<file path="config.mk">
export PLATFORM = sky130hd
export DESIGN_NAME = multicycle_control_fsm
export DESIGN_NICKNAME = d
export VERILOG_FILES = /design/src/rtl/ctrl_pkg.sv /design/src/rtl/opcode_class_decoder.sv /design/src/rtl/multicycle_control_fsm.sv
export SDC_FILE = /design/constraint.sdc
export NUM_CORES = 1
export LEC_CHECK = 0
export ABC_AREA = 1
export CAP_MARGIN = 40
export CORE_MARGIN = 10
export CORE_UTILIZATION = 53
export CTS_CLUSTER_SIZE = 8
export DETAILED_ROUTE_END_ITERATION = 8
export PLACE_DENSITY = 0.79
export SYNTH_ARGS = -nofsm -noshare
export SYNTH_HDL_FRONTEND = slang
export SYNTH_SLANG_ARGS = --single-unit
</file>
<file path="constraint.sdc">
create_clock -name clk -period 4.3 [get_ports clk]
set_input_delay 1.29 -clock clk [delete_from_list [all_inputs] [get_ports clk]]
set_output_delay 1.29 -clock clk [all_outputs]
set_load 0.02 [all_outputs]
</file>
<file path="src/rtl/ctrl_pkg.sv">
// Shared definitions for the multicycle main-control FSM.
// Contents:
//   - opcode constants (6-bit; callers zero-extend them to their opcode width)
//   - state encoding (4 bits, also exported on the debug 'state' port)
//   - aluop / alusrcb / pcsource / bcond_sel encodings
//   - one-hot opcode class indices
//   - ctrl_t, the Moore output bundle, and state_outputs(), which maps a state to its outputs
package ctrl_pkg;

    localparam logic [5:0] OP_R    = 6'b000000;
    localparam logic [5:0] OP_LW   = 6'b100011;
    localparam logic [5:0] OP_SW   = 6'b101011;
    localparam logic [5:0] OP_BEQ  = 6'b000100;
    localparam logic [5:0] OP_BEN  = 6'b000110;
    localparam logic [5:0] OP_BVF  = 6'b000101;
    localparam logic [5:0] OP_J    = 6'b000010;
    localparam logic [5:0] OP_ADDI = 6'b001000;

    typedef enum logic [3:0] {
        S_IDLE   = 4'd0,
        S_FETCH  = 4'd1,
        S_DECODE = 4'd2,
        S_MEMADR = 4'd3,
        S_MEMRD  = 4'd4,
        S_MEMWB  = 4'd5,
        S_MEMWR  = 4'd6,
        S_REXEC  = 4'd7,
        S_RWB    = 4'd8,
        S_ADDIEX = 4'd9,
        S_ADDIWB = 4'd10,
        S_BRANCH = 4'd11,
        S_JUMP   = 4'd12,
        S_TRAP   = 4'd13
    } state_t;

    localparam logic [1:0] ALUOP_ADD   = 2'b00;
    localparam logic [1:0] ALUOP_SUB   = 2'b01;
    localparam logic [1:0] ALUOP_FUNCT = 2'b10;

    localparam logic [1:0] SRCB_B     = 2'b00;
    localparam logic [1:0] SRCB_FOUR  = 2'b01;
    localparam logic [1:0] SRCB_IMM   = 2'b10;
    localparam logic [1:0] SRCB_IMMSH = 2'b11;

    localparam logic [1:0] PCSRC_ALU    = 2'b00;
    localparam logic [1:0] PCSRC_ALUOUT = 2'b01;
    localparam logic [1:0] PCSRC_JUMP   = 2'b10;

    localparam logic [1:0] BC_ZERO = 2'b00;
    localparam logic [1:0] BC_NEG  = 2'b01;
    localparam logic [1:0] BC_OVF  = 2'b10;

    localparam int CLS_W    = 7;
    localparam int CLS_R    = 0;
    localparam int CLS_LW   = 1;
    localparam int CLS_SW   = 2;
    localparam int CLS_BR   = 3;
    localparam int CLS_J    = 4;
    localparam int CLS_ADDI = 5;
    localparam int CLS_ILL  = 6;

    // 'fetch' marks the FETCH state; irwrite and the fetch-time pcwrite
    // are formed outside the register by gating it with mem_ready.
    typedef struct packed {
        logic       pcwrite;
        logic       pcwritecond;
        logic       iord;
        logic       memread;
        logic       memwrite;
        logic       memtoreg;
        logic       regwrite;
        logic       regdst;
        logic       alusrca;
        logic [1:0] alusrcb;
        logic [1:0] aluop;
        logic [1:0] pcsource;
        logic       fetch;
    } ctrl_t;

    function automatic ctrl_t state_outputs(input state_t s);
        ctrl_t c;
        c = '0;
        case (s)
            S_FETCH: begin
                c.memread  = 1'b1;
                c.alusrcb  = SRCB_FOUR;
                c.fetch    = 1'b1;
            end
            S_DECODE: c.alusrcb = SRCB_IMMSH;
            S_MEMADR: begin
                c.alusrca = 1'b1;
                c.alusrcb = SRCB_IMM;
            end
            S_MEMRD: begin
                c.memread = 1'b1;
                c.iord    = 1'b1;
            end
            S_MEMWB: begin
                c.regwrite = 1'b1;
                c.memtoreg = 1'b1;
            end
            S_MEMWR: begin
                c.memwrite = 1'b1;
                c.iord     = 1'b1;
            end
            S_REXEC: begin
                c.alusrca = 1'b1;
                c.alusrcb = SRCB_B;
                c.aluop   = ALUOP_FUNCT;
            end
            S_RWB: begin
                c.regwrite = 1'b1;
                c.regdst   = 1'b1;
            end
            S_ADDIEX: begin
                c.alusrca = 1'b1;
                c.alusrcb = SRCB_IMM;
            end
            S_ADDIWB: c.regwrite = 1'b1;
            S_BRANCH: begin
                c.alusrca     = 1'b1;
                c.alusrcb     = SRCB_B;
                c.aluop       = ALUOP_SUB;
                c.pcwritecond = 1'b1;
                c.pcsource    = PCSRC_ALUOUT;
            end
            S_JUMP: begin
                c.pcwrite  = 1'b1;
                c.pcsource = PCSRC_JUMP;
            end
            default: c = '0;
        endcase
        return c;
    endfunction

endpackage

</file>
<file path="src/rtl/opcode_class_decoder.sv">
// Combinational opcode classifier for the multicycle control FSM.
// Ports:
//   opcode  in  OPW    instruction opcode field
//   cls     out CLS_W  one-hot class: r, lw, sw, branch (beq/ben/bvf), j, addi, illegal
// With ENABLE_ADDI=0 the addi opcode falls through to the illegal class.
module opcode_class_decoder
    import ctrl_pkg::*;
#(
    parameter int OPW         = 6,
    parameter int ENABLE_ADDI = 1
) (
    input  logic [OPW-1:0]   opcode,
    output logic [CLS_W-1:0] cls
);

    always_comb begin
        cls = '0;
        if (opcode == OPW'(OP_R))
            cls[CLS_R] = 1'b1;
        else if (opcode == OPW'(OP_LW))
            cls[CLS_LW] = 1'b1;
        else if (opcode == OPW'(OP_SW))
            cls[CLS_SW] = 1'b1;
        else if (opcode == OPW'(OP_BEQ) || opcode == OPW'(OP_BEN) || opcode == OPW'(OP_BVF))
            cls[CLS_BR] = 1'b1;
        else if (opcode == OPW'(OP_J))
            cls[CLS_J] = 1'b1;
        else if ((ENABLE_ADDI != 0) && opcode == OPW'(OP_ADDI))
            cls[CLS_ADDI] = 1'b1;
        else
            cls[CLS_ILL] = 1'b1;
    end

endmodule

</file>
<file path="src/rtl/multicycle_control_fsm.sv">
// Multicycle main-control FSM for the shared-memory MIPS-like datapath.
// Sequences fetch/decode/execute/mem/writeback, waits on mem_ready, traps
// (or skips) illegal opcodes and counts retired instructions.
// Ports:
//   clk, reset (async, active-high)
//   opcode [OPW]     IR[31:26], stable from DECODE until the return to FETCH
//   mem_ready        memory access completes this cycle
//   pcwrite, pcwritecond, iord, irwrite, memread, memwrite, memtoreg,
//   regwrite, regdst, alusrca                        datapath strobes/selects
//   alusrcb[2], aluop[2], pcsource[2]                datapath mux/ALU selects
//   bcond_sel[2]     branch condition (zero/negative/overflow), latched in DECODE
//   illegal          illegal-opcode flag
//   state[4]         current state (debug)
//   retired[CNTW]    retired-instruction count, wraps
module multicycle_control_fsm
    import ctrl_pkg::*;
#(
    parameter int OPW         = 6,
    parameter int CNTW        = 32,
    parameter int ENABLE_ADDI = 1,
    parameter int MEM_WAIT    = 1,
    parameter int TRAP_ON_ILL = 1
) (
    input  logic            clk,
    input  logic            reset,
    input  logic [OPW-1:0]  opcode,
    input  logic            mem_ready,
    output logic            pcwrite,
    output logic            pcwritecond,
    output logic            iord,
    output logic            irwrite,
    output logic            memread,
    output logic            memwrite,
    output logic            memtoreg,
    output logic            regwrite,
    output logic            regdst,
    output logic            alusrca,
    output logic [1:0]      alusrcb,
    output logic [1:0]      aluop,
    output logic [1:0]      pcsource,
    output logic [1:0]      bcond_sel,
    output logic            illegal,
    output logic [3:0]      state,
    output logic [CNTW-1:0] retired
);

    state_t           cur;
    state_t           nxt;
    ctrl_t            ctl;
    logic [CLS_W-1:0] cls;
    logic             rdy;
    logic             retire;
    logic [1:0]       bc_dec;

    assign rdy = (MEM_WAIT != 0) ? mem_ready : 1'b1;

    opcode_class_decoder #(
        .OPW         (OPW),
        .ENABLE_ADDI (ENABLE_ADDI)
    ) u_dec (
        .opcode (opcode),
        .cls    (cls)
    );

    always_comb begin
        if (opcode == OPW'(OP_BEN))
            bc_dec = BC_NEG;
        else if (opcode == OPW'(OP_BVF))
            bc_dec = BC_OVF;
        else
            bc_dec = BC_ZERO;
    end

    always_comb begin
        nxt = cur;
        case (cur)
            S_IDLE:   nxt = S_FETCH;
            S_FETCH:  if (rdy) nxt = S_DECODE;
            S_DECODE: begin
                if (cls[CLS_LW] || cls[CLS_SW]) nxt = S_MEMADR;
                else if (cls[CLS_R])            nxt = S_REXEC;
                else if (cls[CLS_BR])           nxt = S_BRANCH;
                else if (cls[CLS_J])            nxt = S_JUMP;
                else if (cls[CLS_ADDI])         nxt = S_ADDIEX;
                else                            nxt = (TRAP_ON_ILL != 0) ? S_TRAP : S_FETCH;
            end
            S_MEMADR: nxt = cls[CLS_LW] ? S_MEMRD : S_MEMWR;
            S_MEMRD:  if (rdy) nxt = S_MEMWB;
            S_MEMWB:  nxt = S_FETCH;
            S_MEMWR:  if (rdy) nxt = S_FETCH;
            S_REXEC:  nxt = S_RWB;
            S_RWB:    nxt = S_FETCH;
            S_ADDIEX: nxt = S_ADDIWB;
            S_ADDIWB: nxt = S_FETCH;
            S_BRANCH: nxt = S_FETCH;
            S_JUMP:   nxt = S_FETCH;
            S_TRAP:   nxt = S_TRAP;
            default:  nxt = S_IDLE;
        endcase
    end

    // An instruction retires on the edge that leaves its last state for FETCH.
    // The illegal-NOP path (DECODE -> FETCH) is deliberately not counted.
    always_comb begin
        case (cur)
            S_MEMWB, S_RWB, S_ADDIWB, S_BRANCH, S_JUMP: retire = 1'b1;
            S_MEMWR: retire = rdy;
            default: retire = 1'b0;
        endcase
    end

    // Outputs are registered from the next state, so they line up with the
    // state register and carry no decode glitches.
    always_ff @(posedge clk or posedge reset) begin
        if (reset) begin
            cur       <= S_IDLE;
            ctl       <= '0;
            bcond_sel <= BC_ZERO;
            illegal   <= 1'b0;
            retired   <= '0;
        end else begin
            cur <= nxt;
            ctl <= state_outputs(nxt);
            if (cur == S_DECODE)
                bcond_sel <= bc_dec;
            // Sticky while trapped; otherwise a one-cycle pulse on the FETCH
            // that follows an illegal DECODE.
            illegal <= (nxt == S_TRAP) ||
                       ((cur == S_DECODE) && cls[CLS_ILL] && (TRAP_ON_ILL == 0));
            if (retire)
                retired <= retired + CNTW'(1);
        end
    end

    assign irwrite     = ctl.fetch & rdy;
    assign pcwrite     = ctl.pcwrite | (ctl.fetch & rdy);
    assign pcwritecond = ctl.pcwritecond;
    assign iord        = ctl.iord;
    assign memread     = ctl.memread;
    assign memwrite    = ctl.memwrite;
    assign memtoreg    = ctl.memtoreg;
    assign regwrite    = ctl.regwrite;
    assign regdst      = ctl.regdst;
    assign alusrca     = ctl.alusrca;
    assign alusrcb     = ctl.alusrcb;
    assign aluop       = ctl.aluop;
    assign pcsource    = ctl.pcsource;
    assign state       = cur;

endmodule

</file>
Yosys cells after proc, flatten, opt, wreduce, memory -nomap -nowiden
Cells that the tools add are included.

storage, ports and cells
  register bits = 55
  input bits = 9
  logic and storage cells = 102

operators by class
  add/subtract/negate cells = 1
  eq/ne operators = 33
  muxes and demuxes = 37
  bitwise logic cells = 2
  reduce and logical (&&, ||, !) cells = 12

operators by type and width
  kind                                                                    count
  4-bit equality test (second input constant)                             12
  4-bit case mux with 9 select lines                                      1
  32-bit by 1-bit adder with 32-bit output (second input constant)        1
  4-bit by 3-bit equality test with 1-bit output (second input constant)  8
  4-bit two-way mux                                                       6
  6-bit by 3-bit equality test with 1-bit output (second input constant)  3
  1-bit two-way mux                                                       17
  4-bit by 2-bit equality test with 1-bit output (second input constant)  4
  6-bit equality test (second input constant)                             2
  3-bit two-way mux                                                       4
  4-bit by 1-bit equality test with 1-bit output (second input constant)  2
  2-bit two-way mux                                                       4
  2-bit case mux with 2 select lines                                      2
  6-bit by 2-bit equality test with 1-bit output (second input constant)  1
  6-bit by 4-bit equality test with 1-bit output (second input constant)  1
  6-bit logical NOT                                                       1
  2-bit case mux with 3 select lines                                      1
  2-bit OR reduction                                                      3
  6-bit OR reduction                                                      1
  5-bit two-way mux                                                       1
  5-bit OR reduction                                                      1
  4-bit logical NOT                                                       1
  4-bit OR reduction                                                      1
  1-bit logical OR                                                        3
  other kinds (4)                                                         4

Depth between registers and ports, before layout
Gate-level depths: netlist (run 1).

  depth in word-level cells = 16
  mapped depth = 12

Cells and area by module
Synthesis (run 1) repeated with hierarchy kept, for this count alone.

second synthesis, totals
  cell total of the unflattened synthesis = 457
  area, all modules = 3,256.9 um^2

modules (own cells, without submodules)
  module                  instances  cells an instance  area an instance (um^2)  sequential area each (um^2)
  multicycle_control_fsm  1          425                3,124.2                  1,326.3
  opcode_class_decoder    1          32                 132.6                    0.0

Worst setup path after synthesis (run 1)
No wires, ideal clock.

  path kind = input -> output
  start point = in mem_ready
  end point = out pcwrite
  arrival time = 1.772 ns
  path slack = 1.238 ns
  stages on the path = 3
  path buffers = 0
  cell sequence = nand2_1 inv_1 or2_2

on the way
  longest elaborated chain between the ends = 2

RTL lines
  what               line                           source
  from (decl)        multicycle_control_fsm.sv:27   input logic mem_ready,
  1-bit bitwise AND  n/a
  net irwrite        multicycle_control_fsm.sv:31   output logic irwrite,
  1-bit OR           multicycle_control_fsm.sv:136  assign pcwrite = ctl.pcwrite | (ctl.fetch & rdy);
  to (decl)          multicycle_control_fsm.sv:28   output logic pcwrite,

The timed path passes the listed nets, and every way through them passes these cells.

Worst setup path after layout (run 1)
  start point = in mem_ready
  end point = out pcwrite

on the way
  longest elaborated chain between the ends = 2

RTL lines
  what               line
  1-bit bitwise AND  multicycle_control_fsm.sv:136
  1-bit OR           multicycle_control_fsm.sv:136

Every way passes these cells.

==> results of run 1 <==
power groups by stage:
| stage | Sequential, mW | Clock, mW | Combinational, mW |
|---|---|---|---|
| final | 0.693 | 0.394 | 0.956 |
| after global routing | 0.708 | 0.416 | 1.05 |
| after CTS | 0.693 | 0.399 | 0.960 |
| after detailed placement | 0.701 | 0 | 0.957 |
| after global placement | 0.699 | 0 | 0.931 |
| after floorplan | 0.775 | 0 | 0.590 |
registers in the layout, indices dropped and copies added (netlist names):
name / cells
alusrcb: 2
ctl: 2
memtoreg: 1
alusrca: 1
state: 4
iord: 1
regdst: 1
illegal: 1
retired: 32
regwrite: 1
memwrite: 1
aluop: 1
memread: 1
pcsource: 2
bcond_sel: 2
kinds of logic after synthesis:
logic type               Yosys count  share of synthesized area
XOR/XNOR                          24                     0.0683
AO/OA/AOI/OAI                     18                     0.0431
buffers and inverters             63                     0.0943
AND/OR/NAND/NOR                  253                      0.359
flip-flops                        53                      0.431
adder cells (fa/ha/maj)            1                    0.00406
area by class of cell:
type,instances,area share
timing repair buffer,65,0.170
multi-input combinational,296,0.378
tap,72,0.0233
sequential,53,0.343
inverter,51,0.0496
clock buffer,5,0.0178
clock inverter,3,0.0169
metal layers:
metal	vias to the layer above	track usage	part of all wire
met2	91	0.317	0.52
met3	25	0.0467	0.071
met1	1330	0.186	0.38
met5	-	0	0
met4	0	0.0762	0.032
li1	1386	-	-
cells in the mapped netlist (2+ instances only):
master,instances
nand2_1,129
nor2_1,56
dfrtp_1,53
inv_1,45
nand3_1,28
xnor2_1,15
nor3_1,10
xor2_1,9
buf_4,8
nand2_2,8
inv_2,6
nand4_1,6
nor2_2,6
o21ai_2,5
o21ai_0,4
buf_6,3
nor2_4,3
a21boi_0,2
nor3_2,2
stage by stage:
stage	hold WS, ps	power, mW	worst slack [ps]	utilization	area (µm²)
after floorplan	584	1.36	1240	-	3080
after global placement	464	1.63	318	0.665	3710
after detailed placement	467	1.66	302	0.669	3730
after CTS	492	2.05	291	0.693	3860
after global routing	519	2.17	227	0.693	3860
final	489	2.04	292	0.693	3860
worst min-delay path by stage:
| stage | startpoint | end | cells after the start |
|---|---|---|---|
| finish | bcond_sel[1]$_DFFE_PP0P_ | bcond_sel[1]$_DFFE_PP0P_ | 2 |
| global route | bcond_sel[1]$_DFFE_PP0P_ | bcond_sel[1]$_DFFE_PP0P_ | 2 |
| CTS | bcond_sel[1]$_DFFE_PP0P_ | bcond_sel[1]$_DFFE_PP0P_ | 2 |
| detailed placement | bcond_sel[1]$_DFFE_PP0P_ | bcond_sel[1]$_DFFE_PP0P_ | 2 |
| global placement | bcond_sel[1]$_DFFE_PP0P_ | bcond_sel[1]$_DFFE_PP0P_ | 2 |
| floorplan | bcond_sel[1]$_DFFE_PP0P_ | bcond_sel[1]$_DFFE_PP0P_ | 2 |
worst max-delay path, stage by stage:
cell	delay (ps)
clkdlybuf4s50_1	480
nand2_1	90
inv_1	50
or2_2	270
clkdlybuf4s50_1	540
==> summary.txt, run 1 <==
Layout Nets - 482
Overflow after GRT - 0
storage element area - 0.00133 mm²
sequential fraction of design power - 0.339
Combinational Power Share - 0.468
Mapped Nets - 422
CTS H-tree depth - 2
post-CTS setup buffers - 0
vias per cell - 5.20
FF-to-FF Start - state[3]$_DFF_PP0_
clock sinks - 53
CP Launch Point - mem_ready
top cell type by total area after synthesis - dfrtp_1
period utilization - 0.932
vias in the first global route - 2889
commonest non-fill, non-tap cells in the layout - nand2_1 (129), clkdlybuf4s50_1 (63), nor2_1 (56), dfrtp_1 (53), inv_1 (44)
port buffer count - 63
DR WL/cell - 14.4 µm
skew final - 5.54 ps
peak supply drop - 0.000417 V
r2r setup slk - 2370 ps
Final min period - 4010 ps
gr usage total - 0.175
CTS tree - built
CTS root buf - clkbuf_8
status - completed
number of flops mapped to enable cells by yosys - 0
WS Path Type - in2out
Core ar. - 0.00557 mm²
mapped cell area - 0.00308 mm²
std cell rows - 27
final std cells w/o fill - 545
Max transition margin - 0.721
DP HPWL - 6.14 mm
largest net degree at the start of global routing - 40
worst path arrival time - 2720 ps
Longest Clk Path Bufs - 2
Int Power - 1.17 mW
cts repair resizes - 0
Slew @ Worst Pin - 418 ps
Max Clk Rate - 249 MHz
P per Cell Area - 529 mW/mm²
CP required - 3010 ps
chip height - 96.2 µm
synth unique cells - 33
initial DRC count - 187
Final setup viols - 0
Hold Crit Class - reg2reg
final hold violations - 0
first-pass GRT wire length - 13.0 mm
Area contributors post-synth - dfrtp_1 (43%), nand2_1 (16%), nor2_1 (6.8%)
Setup crit end - pcwrite
total CTS buffers - 5
Cells after Synth - 412
RSZ-0062 raised after global routing - false
switching component of the power - 0.872 mW
layout cells sized above 1 - 0.0973
Reg clk slew, reported paths - 90 ps
Clock Latency Late Sink - 310 ps
DRC Markers - 0
clock share of power - 0.193
startpoint types - input pin
final slew viol count - 0
DR pass1 iterations - 5
register area share after synthesis - 0.431
CTS Hold Bufs - 0
CP endpoint kind - output port
most common library cell in the layout ignoring fill and taps - nand2_1
fill count - 479
Antenna Nets Post-Route - 0
Top Ports - 64
cells on worst reg2reg path - 7
leakage power - 1.82 nW
sw frac - 0.427
number of max-cap violations - 0
ys flop type - dfrtp_1
via count - 2832
FF-to-FF End - retired[6]$_DFFE_PP0P_
Multi-input gate area - 0.00146 mm²
flops & latches, synth - 53
Detailed Route WL - 7.85 mm
CP max FO - 5
Yosys top cell area share - 0.431
final estimated routing congestion in global placement - 0.954
P&R area growth vs syn - 25.4%
initial antenna violation count - 0
die area - 0.00926 mm²
ys async rst share - 1.00
Initial Util - 0.552
setup TNS - 0 ps
ant diodes - 0
yosys warns - 0
Die Span X - 96.2 µm
dpl cells - 537
syn_area_per_cell - 7.47 µm²
(Power assumes the default switching activity.)
==> inputs of run 2 (changes only) <==
--- a/config.mk
+++ b/config.mk
@@ -11,7 +11,9 @@
 export CORE_UTILIZATION = 53
 export CTS_CLUSTER_SIZE = 8
 export DETAILED_ROUTE_END_ITERATION = 8
+export GPL_TIMING_DRIVEN = 0
 export PLACE_DENSITY = 0.79
+export SETUP_SLACK_MARGIN = 0.5
 export SYNTH_ARGS = -nofsm -noshare
 export SYNTH_HDL_FRONTEND = slang
 export SYNTH_SLANG_ARGS = --single-unit
==> summary.txt, run 2 (synthesized netlist as in run 1, its figures left out) <==
status - completed
DRC Markers - 0
Overflow after GRT - 0
largest register by flop count - retired
Slew @ Worst Pin - 504 ps
Core ar. - 0.00557 mm²
DP HPWL - 6.51 mm
P per Cell Area - 512 mW/mm²
RSZ-0062 raised after global routing - false
number of max-cap violations - 0
chip height - 96.2 µm
final std cells w/o fill - 556
setup ws final - 823 ps
period utilization - 0.809
Clock Latency Late Sink - 310 ps
port buffer count - 63
P&R area growth vs syn - 27.2%
final slew viol count - 0
vias in the first global route - 2976
via count - 2832
CTS root buf - clkbuf_8
Top Ports - 64
post-CTS setup buffers - 0
critical path's slowest cell - dlygate4sd2_1
commonest non-fill, non-tap cells in the layout - nand2_1 (129), clkdlybuf4s50_1 (60), nor2_1 (56), dfrtp_1 (53), inv_1 (44)
DR WL/cell - 14.4 µm
dpl cells - 548
final estimated routing congestion in global placement - 0.934
first-pass GRT wire length - 13.6 mm
CP required - 3010 ps
vias per cell - 5.09
final hold violations - 0
Longest Clk Path Bufs - 2
CTS tree - built
Max transition margin - 0.663
Hold Crit Class - reg2reg
CP max FO - 5
worst-path cell chain - dlymetal6s2s_1, nand2_1, inv_1, or2_2, dlygate4sd2_1
std cell rows - 27
Antenna Nets Post-Route - 0
WS Path Type - in2out
crit-path max cell delay - 330 ps
Reg clk slew, reported paths - 100 ps
Die Span X - 96.2 µm
CTS Hold Bufs - 0
ant diodes - 0
fill count - 483
CTS H-tree depth - 2
Final min period - 3480 ps
startpoint types - input pin
die area - 0.00926 mm²
max reg flops - 32
Layout Nets - 493
layout cells sized above 1 - 0.118
worst path arrival time - 2190 ps
setup TNS - 0 ps
total CTS buffers - 5
peak supply drop - 0.000369 V
largest net degree at the start of global routing - 32
Initial Util - 0.552
gr usage total - 0.185
DR pass1 iterations - 4
Max Clk Rate - 288 MHz
Final setup viols - 0
initial antenna violation count - 0
initial DRC count - 121
skew final - 7.58 ps
clock sinks - 53
Detailed Route WL - 8.03 mm
Setup WS pre-CTS - 268 ps
leakage power - 1.88 nW
CP endpoint kind - output port
most common library cell in the layout ignoring fill and taps - nand2_1
run 2: layout make-up:
class	count	area, µm²	area share
Buffer	12	98.8	0.0253
Clock buffer	5	68.8	0.0176
Clock inverter	3	26.3	0.00671
Inverter	51	191	0.0489
Multi-Input combinational cell	296	1460	0.373
Sequential cell	53	1330	0.339
Tap cell	72	90.1	0.0230
Timing Repair Buffer	64	651	0.166
run 2: timing repair:
action                                 4_1_cts  5_1_grt
setup endpoints to repair                    2        1
endpoints found under the hold margin        0        0
gates resized for setup                      2        1
run 2: worst max-delay path: cells and delay by family:
family / cells / cell delay [ps]
simple gates: 2 / 340
buf+inv: 3 / 560
run 2: path summary, 6_finish.rpt:
kind / start / endpoint / slack (ps) / depth (start not counted)
setup / recovery: mem_ready / pcwrite / 820 / 5
hold / removal: bcond_sel[0]$_DFFE_PP0P_ / bcond_sel[0]$_DFFE_PP0P_ / 500 / 2
setup reg to reg: retired[0]$_DFFE_PP0P_ / retired[28]$_DFFE_PP0P_ / 2570 / 8
hold reg to reg: bcond_sel[0]$_DFFE_PP0P_ / bcond_sel[0]$_DFFE_PP0P_ / 500 / 2
max in group asynchronous: reset / retired[17]$_DFFE_PP0P_ / 2440 / 3
min in group asynchronous: reset / retired[31]$_DFFE_PP0P_ / 1320 / 2
run 2: report_power, final:
group	switching, mW	total (mW)	internal [mW]
Clock	0.177	0.296	0.119
Sequential	0.0880	0.685	0.597
Combinational	0.630	1.02	0.393
run 2: routing by layer:
| layer | GRT usage | vias to the layer above | share of wire |
|---|---|---|---|
| li1 | - | 1410 | - |
| met1 | 0.199 | 1327 | 0.39 |
| met2 | 0.337 | 75 | 0.52 |
| met3 | 0.0506 | 20 | 0.070 |
| met4 | 0.0713 | 0 | 0.027 |
| met5 | 0 | - | 0 |
run 2: metrics by stage:
stage | hold slack (ps) | power [mW] | area [µm²] | utilization
2_1_floorplan | 584 | 1.36 | 3080 | -
3_3_place_gp | 464 | 1.70 | 3800 | 0.681
3_5_place_dp | 479 | 1.72 | 3820 | 0.685
4_1_cts | 502 | 2.02 | 3910 | 0.702
5_1_grt | 523 | 2.15 | 3910 | 0.702
6_report | 496 | 2.00 | 3910 | 0.702
